File: src/rtl/rtc_slew.sv
// rtl/rtc_slew.sv - seconds/nanoseconds time-of-day counter with delta-sigma period fraction and slewed offset
module rtc_slew #(
    parameter int              SEC_W      = 48,
    parameter int              NS_W       = 30,
    parameter int              FRAC_W     = 8,
    parameter int              PER_FRAC_W = 32,
    parameter int              ADJ_CNT_W  = 32,
    parameter longint unsigned NS_MOD     = 1000000000
) (
    input  logic                   clk,
    input  logic                   rst,
    input  logic                   time_ld,
    input  logic [NS_W+FRAC_W-1:0] time_ns_in,
    input  logic [SEC_W-1:0]       time_sec_in,
    input  logic                   period_ld,
    input  logic [8+PER_FRAC_W-1:0] period_in,
    input  logic                   adj_ld,
    input  logic [ADJ_CNT_W-1:0]   adj_cycles,
    input  logic [8+PER_FRAC_W-1:0] period_adj,
    input  logic                   cap_req,
    output logic [NS_W+FRAC_W-1:0] time_ns,
    output logic [SEC_W-1:0]       time_sec,
    output logic                   pps,
    output logic                   adj_busy,
    output logic                   adj_done,
    output logic [NS_W+FRAC_W-1:0] cap_ns,
    output logic [SEC_W-1:0]       cap_sec,
    output logic                   cap_valid
);
    localparam int ACC_W  = NS_W + FRAC_W;
    localparam int PER_W  = 8 + PER_FRAC_W;
    localparam int EFF_W  = PER_W + 1;
    localparam int RES_W  = PER_FRAC_W - FRAC_W;
    localparam int STEP_W = EFF_W - RES_W;
    localparam logic [ACC_W:0] NS_LIM = (ACC_W+1)'(NS_MOD) << FRAC_W;

    localparam logic [0:0] S_IDLE = 1'b0;
    localparam logic [0:0] S_SLEW = 1'b1;

    logic [PER_W-1:0]     period_fix_q, period_fix_d;
    logic [PER_W-1:0]     adj_val_q, adj_val_d;
    logic [ADJ_CNT_W-1:0] adj_cnt_q, adj_cnt_d;
    logic [0:0]           state_q, state_d;
    logic                 adj_done_q, adj_done_d;
    logic [RES_W-1:0]     resid_q, resid_d;
    logic [ACC_W-1:0]     ns_acc_q, ns_acc_d;
    logic [SEC_W-1:0]     sec_acc_q, sec_acc_d;
    logic                 pps_q, pps_d;
    logic [ACC_W-1:0]     cap_ns_q, cap_ns_d;
    logic [SEC_W-1:0]     cap_sec_q, cap_sec_d;
    logic                 cap_valid_q, cap_valid_d;

    logic [EFF_W-1:0]  adj_ext;
    logic [EFF_W-1:0]  eff_raw;
    logic [PER_W-1:0]  period_eff;
    logic [EFF_W-1:0]  sum;
    logic [STEP_W-1:0] step;
    logic [ACC_W:0]    nxt;

    // Top bit of the 9+PER_FRAC_W sum is the sign; a negative period freezes time.
    always_comb begin
        adj_ext    = (state_q == S_SLEW) ? {adj_val_q[PER_W-1], adj_val_q} : '0;
        eff_raw    = {1'b0, period_fix_q} + adj_ext;
        period_eff = eff_raw[EFF_W-1] ? '0 : eff_raw[PER_W-1:0];
        sum        = {1'b0, period_eff} + {{(EFF_W-RES_W){1'b0}}, resid_q};
        step       = sum[EFF_W-1:RES_W];
        nxt        = {1'b0, ns_acc_q} + {{(ACC_W+1-STEP_W){1'b0}}, step};
    end

    always_comb begin
        resid_d     = sum[RES_W-1:0];
        ns_acc_d    = nxt[ACC_W-1:0];
        sec_acc_d   = sec_acc_q;
        pps_d       = 1'b0;
        if (time_ld) begin
            ns_acc_d  = ({1'b0, time_ns_in} >= NS_LIM) ? '0 : time_ns_in;
            sec_acc_d = time_sec_in;
        end else if (nxt >= NS_LIM) begin
            ns_acc_d  = ACC_W'(nxt - NS_LIM);
            sec_acc_d = sec_acc_q + SEC_W'(1);
            pps_d     = 1'b1;
        end

        period_fix_d = period_ld ? period_in : period_fix_q;

        adj_val_d  = adj_val_q;
        adj_cnt_d  = adj_cnt_q;
        state_d    = state_q;
        adj_done_d = 1'b0;
        if (adj_ld) begin
            if (adj_cycles != '0) begin
                adj_val_d = period_adj;
                adj_cnt_d = adj_cycles;
                state_d   = S_SLEW;
            end else begin
                adj_cnt_d = '0;
                state_d   = S_IDLE;
            end
        end else if (state_q == S_SLEW) begin
            adj_cnt_d = adj_cnt_q - ADJ_CNT_W'(1);
            if (adj_cnt_q == ADJ_CNT_W'(1)) begin
                state_d    = S_IDLE;
                adj_done_d = 1'b1;
            end
        end

        cap_ns_d    = cap_req ? ns_acc_q : cap_ns_q;
        cap_sec_d   = cap_req ? sec_acc_q : cap_sec_q;
        cap_valid_d = cap_req;
    end

    always_ff @(posedge clk or posedge rst) begin
        if (rst) begin
            period_fix_q <= '0;
            adj_val_q    <= '0;
            adj_cnt_q    <= '0;
            state_q      <= S_IDLE;
            adj_done_q   <= 1'b0;
            resid_q      <= '0;
            ns_acc_q     <= '0;
            sec_acc_q    <= '0;
            pps_q        <= 1'b0;
            cap_ns_q     <= '0;
            cap_sec_q    <= '0;
            cap_valid_q  <= 1'b0;
        end else begin
            period_fix_q <= period_fix_d;
            adj_val_q    <= adj_val_d;
            adj_cnt_q    <= adj_cnt_d;
            state_q      <= state_d;
            adj_done_q   <= adj_done_d;
            resid_q      <= resid_d;
            ns_acc_q     <= ns_acc_d;
            sec_acc_q    <= sec_acc_d;
            pps_q        <= pps_d;
            cap_ns_q     <= cap_ns_d;
            cap_sec_q    <= cap_sec_d;
            cap_valid_q  <= cap_valid_d;
        end
    end

    assign time_ns   = ns_acc_q;
    assign time_sec  = sec_acc_q;
    assign pps       = pps_q;
    assign adj_busy  = (state_q == S_SLEW);
    assign adj_done  = adj_done_q;
    assign cap_ns    = cap_ns_q;
    assign cap_sec   = cap_sec_q;
    assign cap_valid = cap_valid_q;
endmodule

File: config.mk
export PLATFORM = sky130hd
export DESIGN_NAME = rtc_slew
export DESIGN_NICKNAME = d
export VERILOG_FILES = /design/src/rtl/rtc_slew.sv
export SDC_FILE = /design/constraint.sdc
export NUM_CORES = 1
export LEC_CHECK = 0
export ABC_CLOCK_PERIOD_IN_PS = 18500
export BUFFER_PORTS_ARGS = -buffer_cell sky130_fd_sc_hd__buf_4
export CAP_MARGIN = 20
export CORE_MARGIN = 2
export CORE_UTILIZATION = 40
export CTS_CLUSTER_SIZE = 25
export DETAILED_ROUTE_END_ITERATION = 8
export GPL_ROUTABILITY_DRIVEN = 0
export PLACE_DENSITY_LB_ADDON = 0.2
export RECOVER_POWER = 100
export SYNTH_ARGS = -nofsm -noshare
export SYNTH_HDL_FRONTEND = slang
export SYNTH_SLANG_ARGS = --single-unit
File: constraint.sdc
create_clock -name clk -period 18.5 [get_ports clk]
set_clock_uncertainty 0.05 [all_clocks]
set_input_delay 0.925 -clock clk [delete_from_list [all_inputs] [get_ports clk]]
set_output_delay 0.925 -clock clk [all_outputs]
set_load 0.02 [all_outputs]
# ---- After elaboration in Yosys (flattened, before gate mapping)
# Cells that the tools add are included.
dict set report totals {
  elab_cells 44
  input_bits 204
  regBits 312
}
dict set report op_classes {
  n_addsub 6
  magnitude_cmp 2
  reduce_logical 4
  mux 19
  n_eq_ne 1
}
# op n
set ops {}
lappend ops {{$mux 38} 3}
lappend ops {{$mux 32} 3}
lappend ops {{$mux 48} 2}
lappend ops {{$add 48x1->48 const B} 1}
lappend ops {{$add 40x24->41} 1}
lappend ops {{$add 40x41->41} 1}
lappend ops {{$mux 41} 1}
lappend ops {{$mux 40} 1}
lappend ops {{$add 38x17->39} 1}
lappend ops {{$ge 39x38->1 const B} 1}
lappend ops {{$ge 38x38->1 const B} 1}
lappend ops {{$sub 38x38->38 const B} 1}
lappend ops {{$eq 32x1->1 const B} 1}
lappend ops {{$reduce_bool 32->1} 1}
lappend ops {{$sub 32x1->32 const B} 1}
lappend ops {{$mux 1} 9}
lappend ops {{$reduce_bool 2->1} 2}
lappend ops {{$reduce_and 2->1} 1}

# ---- Depth between registers and ports, before layout
# Gate-level depths: netlist (run 1).
dict set report logic_depth {
  depth_word 8
  mapped_depth 47
  mapped_depth_nobuf 41
}

# ---- Worst setup path before layout (run 1)
# No wires, ideal clock.
dict set report synth_path {
  path_kind {register to register}
  start {reg state_q, in the netlist adj_busy}
  end {reg sec_acc_q[24], in the netlist time_sec[24]}
  n_path_buf 6
  arrival_ps 9839
  period_less_slack_ps 10014
  stages_incl_launch_ff 45
  setup_slack_ps 8486
  path_cell_list {dfrtp_1 -> clkbuf_1 -> clkbuf_1 -> and2_1 -> ha_1 -> inv_1 -> fa_1 -> nor2b_1 -> o21ai_0 -> a211o_1 -> a21boi_0 -> o21bai_1 -> nand4_1 -> and4b_1 -> clkbuf_1 -> buf_1 -> nor2_1 -> ha_1 -> (+9 left out) -> nor3_1 -> xor2_1 -> ha_1 -> nand2_1 -> o21ai_1 -> mux2i_1 -> o21ai_0 -> or4b_1 -> clkbuf_1 -> ha_1 -> a21oi_1 -> o22ai_1 -> a22oi_2 -> o21ai_2 -> buf_2 -> a2111oi_1 -> xor2_1 -> mux2_2}
}
dict set report synth_via {
  elab_chain_cells 7
}
# element line
set synth_lines {}
lappend synth_lines {{start, declared} 43} ;# logic [0:0] state_q, state_d;
lappend synth_lines {{start signal, assigned} 130} ;# state_q <= state_d;
lappend synth_lines {{$mux 41} 62} ;# adj_ext = (state_q == S_SLEW) ? {adj_val_q[PER_W-1], adj_val_q} : '0;
lappend synth_lines {{$add 40x41->41} 63} ;# eff_raw = {1'b0, period_fix_q} + adj_ext;
lappend synth_lines {{$mux 40} 64} ;# period_eff = eff_raw[EFF_W-1] ? '0 : eff_raw[PER_W-1:0];
lappend synth_lines {{$add 40x24->41} 65} ;# sum = {1'b0, period_eff} + {{(EFF_W-RES_W){1'b0}}, resid_q};
lappend synth_lines {{$add 38x17->39} 67} ;# nxt = {1'b0, ns_acc_q} + {{(ACC_W+1-STEP_W){1'b0}}, step};
lappend synth_lines {{$ge 39x38->1} 78} ;# end else if (nxt >= NS_LIM) begin
lappend synth_lines {{$reduce_bool 2->1 (no line)} --}
lappend synth_lines {{end signal, assigned} 121} ;# sec_acc_q <= '0;
lappend synth_lines {{end signal, assigned} 134} ;# sec_acc_q <= sec_acc_d;
lappend synth_lines {{end, declared} 47} ;# logic [SEC_W-1:0] sec_acc_q, sec_acc_d;
# No other way between the ends.
# A chain may end at the register's enable or synchronous reset.

# ---- Final worst setup path (run 1)
dict set report layout_path {
  start {reg state_q, in the netlist adj_busy}
  end {reg sec_acc_q[38], in the netlist time_sec[38]}
}
# Same word-level chain as after synthesis.

==> results.json, run 1 <==
{
  "timing.rr.start": "adj_busy",
  "avgSynthCellArea_sq_um": 9.41,
  "viasPerCell": 5.57,
  "critPathLaunch": "adj_busy",
  "gr-usage-met2_pct": 37.9,
  "cts.sinks": 312,
  "power.leakage_nw": 10.1,
  "grt_pass1_vias": 17100,
  "rows": 81,
  "drc_errors": 0,
  "fin_util_pct": 48.5,
  "finalMaxSlewViolations": 577,
  "status": "finished with violations",
  "drtIter0Drc": 1005,
  "dieArea_sq_um": 50700,
  "cts_tree": "yes",
  "critPathKind": "reg2reg",
  "yosysUniqueCellTypes": 82,
  "worst_ep_required_time_ns": 18.90,
  "die_w_um": 225,
  "clk_latency_ns": 0.57,
  "cts_setup_buffers": 0,
  "ir_worst_vdd_uv": 91.0,
  "cts_hold_buffers": 0,
  "pin_count": 380,
  "wire_per_inst_um": 19.0,
  "grt.busiest_layer": "met2",
  "power.internal_mw": 1.86,
  "cp_slowest_cell": "clkbuf_1",
  "maxSlewHeadroom_pct": -232,
  "pwr-share-seq_pct": 30.5,
  "rsz0062_at_grt": "no",
  "violations": "capacitance limit, slew limit",
  "dp_hpwl_mm": 44.1,
  "cellPowerDensity_nw_per_um2": 130,
  "hold_class": "reg2reg",
  "p_sw_mw": 1.20,
  "synth_ff_type": "dfrtp_1",
  "cts_buffer_depth": 3,
  "finalCritPeriodShare_pct": 73.4,
  "htree_levels": 2,
  "hold_viol_final": 0,
  "use_met1_pct": 30.0,
  "vias": 17100,
  "die_h_um": 225,
  "ant_nets": 0,
  "portBuffers": 379,
  "netlist_area_sq_um": 19600,
  "synth_edf_count": 0,
  "setup_violations": 0,
  "clkTransAtPathRegs_ns": 0.06,
  "hold_path.startpoint": "resid_q[0]",
  "start_kind": "flop",
  "numCtsBuffers": 38,
  "crit_fanout": 58,
  "period_minus_slack_ns": 13.57,
  "max_freq_mhz": 73.7,
  "synthArstFlopShare_pct": 100,
  "seq_area_frac_synth_pct": 39.9,
  "fin_nets": 2709,
  "grt_util_all_layers_pct": 22.9,
  "crit_path_max_incr_delay_ns": 1.43,
  "fin_tns_setup_ns": 0,
  "drt_wl_total_mm": 58.2,
  "antenna_found_initial": 10,
  "yosysWarningCount": 0,
  "cpMostUsedCell": "nor2_1",
  "start_util_pct": 40.3,
  "power.total_mw": 3.06,
  "cts_resized": 0,
  "cts_root_buf": "clkbuf_16",
  "max_cap_violations": 9,
  "core-area_sq_um": 48600,
  "drive_above_1_share_pct": 19.0,
  "cp.arrival_ns": 13.97,
  "grt_max_degree": 107,
  "grt_use_met3_pct": 5.42,
  "fill_cells": 4801,
  "syn_nets": 2374,
  "clkPwrFrac_pct": 27.1,
  "p_sw_share_pct": 39.2,
  "drt_first_pass_iters": 8,
  "areaGrowthSynthToFinish_pct": 20.5,
  "overflow": 0,
  "tightest_slew_ns": 4.96,
  "synth_seq_cells": 312,
  "comb_power_share_pct": 42.4,
  "syn_inst": 2082,
  "grt_pass1_wl_mm": 93.1,
  "cp-end-kind": "flop"
}
final timing paths:
path | end | depth (start not counted) | slack, ns
max in group asynchronous | cap_ns[19] | 5 | 8.34
setup / recovery | time_sec[38] | 39 | 4.93
min in group asynchronous | cap_sec[11] | 2 | 1.82
hold / removal | resid_q[0] | 1 | 0.43
setup reg to reg | time_sec[38] | 39 | 4.93
hold reg to reg | resid_q[0] | 1 | 0.43
layout make-up:
type | instances | area [sq um] | area share (%)
Clock buffer | 50 | 1090 | 4.61
Multi-Input combinational cell | 1619 | 11200 | 47.4
Tap cell | 622 | 778 | 3.30
Antenna cell | 2 | 5.00 | 0.0212
Inverter | 54 | 204 | 0.864
Sequential cell | 312 | 7810 | 33.1
Timing Repair Buffer | 392 | 2240 | 9.48
Clock inverter | 19 | 307 | 1.30
registers in the layout, summed over array words and instances, names as in the netlist:
name          count
adj_val_q        40
time_ns          38
time_sec         48
pps               1
cap_sec          48
period_fix_q     40
cap_ns           38
adj_cnt_q        32
adj_done          1
resid_q          24
cap_valid         1
adj_busy          1
worst max-delay path: cells and delay by family, from the launching register on:
| kind | cells | cell delay [ns] |
|---|---|---|
| AO/OA/AOI/OAI | 16 | 4.60 |
| adder cells (fa/ha/maj) | 3 | 1.27 |
| flip-flops | 1 | 0.65 |
| XOR/XNOR | 2 | 0.71 |
| buffers and inverters | 3 | 2.95 |
| AND/OR/NAND/NOR | 15 | 3.14 |
synthesized netlist by cell type (11+ instances only):
cell | count | area share (%)
or3_1 | 18 | 0.58
nor2_1 | 165 | 3.2
a21oi_1 | 147 | 3.8
a21boi_0 | 12 | 0.46
clkbuf_1 | 79 | 1.5
inv_1 | 54 | 1.0
ha_1 | 85 | 5.4
nor3_1 | 37 | 0.95
a211oi_1 | 36 | 1.4
a211o_1 | 11 | 0.49
o21ai_0 | 128 | 3.3
and3_1 | 33 | 1.1
o21a_1 | 20 | 0.77
and2_1 | 49 | 1.6
nor4_1 | 16 | 0.51
xor2_1 | 50 | 2.2
a21o_1 | 44 | 1.7
xnor2_1 | 105 | 4.7
a31oi_1 | 21 | 0.67
nand3_1 | 54 | 1.4
a22o_1 | 15 | 0.67
nand2_1 | 203 | 3.9
nand4_1 | 27 | 0.86
o21bai_1 | 12 | 0.46
mux2_2 | 174 | 10
dfrtp_1 | 312 | 40
nand2b_1 | 16 | 0.51
metal layers:
layer	up-vias	wire, um
met5	-	110
met4	16	1420
met3	107	3730
met2	448	27700
met1	8308	25200
li1	8207	-
cells in the final DEF (no fill, tap or decap), types with 85 or more instances in the layout:
cell / netlist / layout
dfrtp_1: 312 / 312
nand2_1: 203 / 203
buf_4: 0 / 203
clkbuf_1: 79 / 192
mux2_2: 174 / 174
nor2_1: 165 / 163
a21oi_1: 147 / 147
o21ai_0: 128 / 128
xnor2_1: 105 / 105
ha_1: 85 / 85
cells by family (layout without fill, tap and decap cells):
logic type      Yosys count  after routing  share of synthesized area [%]
simple gates            658            658                           16.2
compound gates          540            540                           18.1
flops                   312            312                           39.9
mux                     177            177                           10.2
xor+xnor                156            156                           7.02
buf+inv                 151            515                           2.95
fa+ha+maj                88             88                           5.74
other cells               0              2                              0
per-stage QoR:
step | hold slack [ns] | std cells | instance area [sq um] | setup WS (ns)
after floorplan | 0.406 | 2082 | 19600 | 8.49
after global placement | 0.422 | 2998 | 23000 | 7.40
after detailed placement | 0.422 | 2998 | 23000 | 7.09
after CTS | 0.435 | 3067 | 24300 | 7.07
after global routing | 0.460 | 3069 | 23600 | 3.59
final | 0.432 | 3070 | 23600 | 4.93
power groups by stage:
stage	clock (mW)	combinational [mW]	sequential [mW]
final	0.827	1.30	0.934
after global routing	0.875	1.45	0.952
after CTS	0.850	1.36	0.937
after detailed placement	0	1.35	0.947
after global placement	0	1.33	0.942
after floorplan	0	0.880	0.998
Note: power is estimated with default switching activity, not from simulation.
==> run 2, diff against run 1 <==
--- a/config.mk
+++ b/config.mk
@@ -5,7 +5,7 @@
 export SDC_FILE = /design/constraint.sdc
 export NUM_CORES = 1
 export LEC_CHECK = 0
-export ABC_CLOCK_PERIOD_IN_PS = 18500
+export ABC_CLOCK_PERIOD_IN_PS = 11800
 export BUFFER_PORTS_ARGS = -buffer_cell sky130_fd_sc_hd__buf_4
 export CAP_MARGIN = 20
 export CORE_MARGIN = 2
==> constraint.sdc (replaced) <==
create_clock -name clk -period 11.8 [get_ports clk]
set_clock_uncertainty 0.05 [all_clocks]
set_input_delay 0.59 -clock clk [delete_from_list [all_inputs] [get_ports clk]]
set_output_delay 0.59 -clock clk [all_outputs]
set_load 0.02 [all_outputs]
==> run 2 against run 1 <==
  * The flow still finishes with violations (capacitance limit, slew limit)
  * Utilization about the same
  * Combinational power increased by 58%
  * Count of clock-buffer cells in the layout increased by 3
  * Routed wire length increased by 1.6%
==> results.json, run 2 (same netlist as run 1, synthesis figures left out) <==
{
  "status": "finished with violations",
  "violations": "capacitance limit, slew limit",
  "final_common_cell": "dfrtp_1",
  "crit_path_max_incr_delay_ns": 0.81,
  "cp_slowest_cell": "nor2_2",
  "timing.rr.start": "adj_busy",
  "cts_setup_buffers": 0,
  "cts_tree": "yes",
  "fill_cells": 4758,
  "cts.sinks": 312,
  "crit_fanout": 43,
  "cp_num_buf_inv": 3,
  "wl_met2_mm": 27.9,
  "drc_errors": 0,
  "drt_first_pass_iters": 6,
  "hold_viol_final": 0,
  "worst_ep_required_time_ns": 12.20,
  "setup_violations": 0,
  "register_area_sq_um": 7810,
  "wirelength_met1_mm": 26.0,
  "vias": 17200,
  "cellPowerDensity_nw_per_um2": 202,
  "finalCritPeriodShare_pct": 91.9,
  "tightest_slew_ns": 5.76,
  "ant_nets": 0,
  "fin_cells": 3081,
  "core-area_sq_um": 48600,
  "clkTransAtPathRegs_ns": 0.06,
  "cts_resized": 0,
  "drtIter0Drc": 1088,
  "overflow": 0,
  "viasPerCell": 5.58,
  "max_cap_violations": 8,
  "cts_buffer_depth": 3,
  "antenna_found_initial": 7,
  "hold_path.startpoint": "time_sec_in[10]",
  "hold_class": "in2reg",
  "cp.arrival_ns": 11.25,
  "cp-end-kind": "flop",
  "ir_worst_vdd_uv": 133,
  "place_area_sq_um": 23000,
  "cts_hold_buffers": 0,
  "rsz0062_at_grt": "no",
  "multiInputGateArea_sq_um": 11200,
  "areaGrowthSynthToFinish_pct": 20.6,
  "grt_util_all_layers_pct": 23.1,
  "start_util_pct": 40.3,
  "grt_pass1_vias": 17200,
  "drive_above_1_share_pct": 19.2,
  "wl_met3_mm": 3.61,
  "start_kind": "flop",
  "numCtsBuffers": 39,
  "pin_count": 380,
  "clk_latency_ns": 0.57,
  "dp.cells": 3002,
  "critPathLaunch": "adj_busy",
  "fin_nets": 2715,
  "pre_cts_ws_ns": 0.817,
  "maxSlewHeadroom_pct": -286,
  "period_minus_slack_ns": 10.85,
  "finalMaxSlewViolations": 515,
  "dieArea_sq_um": 50700,
  "power.leakage_nw": 10.2,
  "postLayoutCellArea_sq_um": 23600,
  "fin_tns_setup_ns": 0,
  "grt_pass1_wl_mm": 93.7,
  "htree_levels": 2,
  "rows": 81,
  "cts_root_buf": "clkbuf_16",
  "top_layer": "met5",
  "die_h_um": 225,
  "grt_max_degree": 128,
  "drt_wl_total_mm": 59.2,
  "die_w_um": 225,
  "dp_hpwl_mm": 44.5,
  "wire_per_inst_um": 19.2,
  "critPathTopFamily": "simple AND/OR/NAND/NOR gates",
  "max_freq_mhz": 92.2,
  "fin_util_pct": 48.6,
  "final_cell_mix": "dfrtp_1 (312), buf_4 (207), nand2_1 (203), clkbuf_1 (195), mux2_2 (174)",
  "critPathKind": "reg2reg",
  "finalWorstSetupSlack_ns": 0.953,
  "portBuffers": 379
}
## run 2: cell types whose count changed in the layout (fill, tap and decap cells not counted), moves of 2 or more
cell,delta
clkbuf_1,+3
a2111oi_0,-10
clkinv_2,+3
a2111oi_1,+10
clkbuf_8,-2
clkinvlp_4,-2
buf_4,+4
bufinv_16,-2
diode_2,+4
## run 2: stage by stage
step / hold WS, ns / total power [mW]
after global routing: 0.175 / 5.09
after CTS: 0.143 / 4.89
after floorplan: 0.406 / 2.94
final: 0.181 / 4.77
after detailed placement: 0.421 / 3.60
after global placement: 0.413 / 3.56
## run 2: area by class of cell
| type | count | share of cell area (%) |
|---|---|---|
| Timing Repair Buffer | 396 | 9.66 |
| Sequential cell | 312 | 33.0 |
| Antenna cell | 6 | 0.0635 |
| Clock inverter | 18 | 1.01 |
| Multi-Input combinational cell | 1620 | 47.4 |
| Tap cell | 622 | 3.29 |
| Clock buffer | 53 | 4.65 |
| Inverter | 54 | 0.863 |
## run 2: final timing paths
path | cells past startpoint | end | slack [ns]
worst min-delay path | 3 | time_sec[10] | 0.18
worst max register to register | 39 | time_sec[31] | 0.95
worst max-delay path | 39 | time_sec[31] | 0.95
max in group asynchronous | 4 | cap_sec[37] | 4.30
min in group asynchronous | 2 | cap_sec[8] | 1.78
worst min register to register | 1 | resid_q[0] | 0.43
## run 2: metal layers
layer  up-vias  GRT usage [%]
met4         6           8.52
met5         -              0
met2       467           37.2
met1      8424           30.7
met3       104           4.80
li1       8202              -
## run 2: worst min-delay path, cell delays in order
cell     delay [ns]
buf_4          0.08
nand2_1        0.04
o21ai_0        0.06
## run 2: report_power, final
group	internal (mW)	total, mW	switching [mW]
Clock	0.765	1.26	0.494
Combinational	0.828	2.05	1.22
Sequential	1.29	1.47	0.181
Total	2.88	4.77	1.89
==> run 3, diff against run 2 <==
--- a/config.mk
+++ b/config.mk
@@ -6,12 +6,13 @@
 export NUM_CORES = 1
 export LEC_CHECK = 0
 export ABC_CLOCK_PERIOD_IN_PS = 11800
-export BUFFER_PORTS_ARGS = -buffer_cell sky130_fd_sc_hd__buf_4
 export CAP_MARGIN = 20
+export CORE_ASPECT_RATIO = 0.6
 export CORE_MARGIN = 2
 export CORE_UTILIZATION = 40
 export CTS_CLUSTER_SIZE = 25
 export DETAILED_ROUTE_END_ITERATION = 8
+export DONT_BUFFER_PORTS = 1
 export GPL_ROUTABILITY_DRIVEN = 0
 export PLACE_DENSITY_LB_ADDON = 0.2
 export RECOVER_POWER = 100
==> run 3 against run 2 <==
  * The run still ends with capacitance limit, slew limit left
  * Via count fell by 6.2%
  * Global-route usage is 0.33 points higher
  * Cell count fell by 12%
  * Total power is 4.6% lower
  * Count of clock-buffer cells in the layout decreased by 13
  * Sequential power rose by 12%
  * Critical path type unchanged
  * Largest cell class unchanged
  * Highest routed layer unchanged
==> results.json, run 3 (same netlist as run 1, synthesis figures left out) <==
{
  "core-area_sq_um": 48100,
  "cts_tree": "yes",
  "wl_met3_mm": 4.96,
  "violations": "capacitance limit, slew limit",
  "start_util_pct": 40.7,
  "hold_class": "in2reg",
  "pin_count": 380,
  "cp_num_buf_inv": 2,
  "fin_cells": 2705,
  "critPathKind": "reg2reg",
  "cp_slowest_cell": "a2111oi_0",
  "grt_util_all_layers_pct": 23.5,
  "postLayoutCellArea_sq_um": 21300,
  "ant_nets": 0,
  "ir_worst_vdd_uv": 90.9,
  "finalCritPeriodShare_pct": 94.4,
  "top_layer": "met5",
  "wl_met2_mm": 25.9,
  "power.total_mw": 4.55,
  "cts_root_buf": "clkbuf_16",
  "grt_max_degree": 142,
  "hold_viol_final": 0,
  "fin_tns_setup_ns": 0,
  "clkTransAtPathRegs_ns": 0.07,
  "worst_ep_required_time_ns": 12.16,
  "drtIter0Drc": 1488,
  "drt_first_pass_iters": 5,
  "crit_fanout": 24,
  "overflow": 0,
  "portBuffers": 0,
  "maxSlewHeadroom_pct": -334,
  "wirelength_met1_mm": 28.7,
  "period_minus_slack_ns": 11.14,
  "viasPerCell": 5.97,
  "power.leakage_nw": 8.92,
  "start_kind": "flop",
  "antenna_found_initial": 8,
  "place_area_sq_um": 20200,
  "drc_errors": 0,
  "fin_nets": 2329,
  "drive_above_1_share_pct": 13.1,
  "cellPowerDensity_nw_per_um2": 213,
  "final_common_cell": "dfrtp_1",
  "fin_util_pct": 44.4,
  "crit_path_max_incr_delay_ns": 0.75,
  "vias": 16100,
  "rsz0062_at_grt": "no",
  "ff2ff_path_depth": 38,
  "final_cell_mix": "dfrtp_1 (311), nand2_1 (203), mux2_2 (173), nor2_1 (163), a21oi_1 (147)",
  "min_delay_path_depth": 0,
  "wire_per_inst_um": 22.5,
  "dp_hpwl_mm": 45.4,
  "max_freq_mhz": 89.7,
  "status": "finished with violations",
  "setup_violations": 0,
  "dieArea_sq_um": 50800,
  "grt_pass1_vias": 15500,
  "grt_pass1_wl_mm": 93.6,
  "finalMaxSlewViolations": 389,
  "cp-end-kind": "flop",
  "htree_levels": 2,
  "clk_latency_ns": 0.55,
  "areaGrowthSynthToFinish_pct": 8.96,
  "cp.arrival_ns": 11.50,
  "drt_wl_total_mm": 60.8,
  "tightest_slew_ns": 6.51,
  "critPathTopFamily": "compound AO/OA/AOI/OAI gates",
  "numCtsBuffers": 34,
  "rows": 62,
  "cts.sinks": 312,
  "dp.cells": 2638,
  "max_cap_violations": 6,
  "die_w_um": 290,
  "die_h_um": 175,
  "cts_buffer_depth": 3,
  "cp.depth": 38
}
-- run 3: cell count changes in the layout (fill, tap and decap cells not counted), moves of 2 or more --
| cell | change |
|---|---|
| a2111oi_0 | +5 |
| a2111oi_1 | -6 |
| and2_0 | +2 |
| and2_1 | -2 |
| buf_4 | -199 |
| clkbuf_1 | -190 |
| clkbuf_16 | -6 |
| clkinv_2 | -2 |
| inv_6 | +4 |
| nor2_2 | -2 |
| nor2_4 | +2 |
| o21ai_1 | -2 |
| o21ai_2 | +2 |
-- run 3: layer usage --
layer / vias to the layer above / track usage, %
met3: 79 / 5.49
met1: 7999 / 35.7
met4: 2 / 5.24
met2: 603 / 33.4
li1: 7459 / -
met5: - / 0
-- run 3: final cells by class --
cell class / instances / area [sq um]
repair buffers: 15 / 113
well taps: 640 / 801
multi-input cells: 1620 / 11200
flip-flops and latches: 312 / 7810
fillers: 4653 / 26800
clock buffers: 40 / 923
diodes: 6 / 15.0
clock inverters: 18 / 248
inverters: 54 / 204
-- run 3: report_power, final --
part           total (mW)  internal (mW)  leakage [nW]  switching (mW)
Combinational        1.75          0.740          4.60            1.01
Clock                1.15          0.674         0.580           0.479
Sequential           1.65           1.28          3.73           0.367
Total                4.55           2.70          8.92            1.85
-- run 3: repair_timing --
action	CTS	global route
hold buffers	0	0
buffers inserted	0	2
setup endpoints to repair	0	66
gates resized for setup	0	7
-- run 3: worst paths after layout --
check / slack (ns) / startpoint / end
worst min-delay path: 0.05 / cap_req / cap_valid
min in group asynchronous: 1.36 / rst / adj_cnt_q[8]
worst max register to register: 0.66 / adj_busy / time_sec[31]
worst min register to register: 0.43 / resid_q[0] / resid_q[0]
max in group asynchronous: 2.06 / rst / time_ns[11]
worst max-delay path: 0.66 / adj_busy / time_sec[31]
-- run 3: per-stage QoR --
step	setup slack, ns	hold slack, ns
3_5_place_dp	0.389	0.421
5_1_grt	0.0234	0.0305
6_report	0.656	0.0510
2_1_floorplan	1.79	0.406
4_1_cts	0.314	0.0206
3_3_place_gp	0.746	0.420
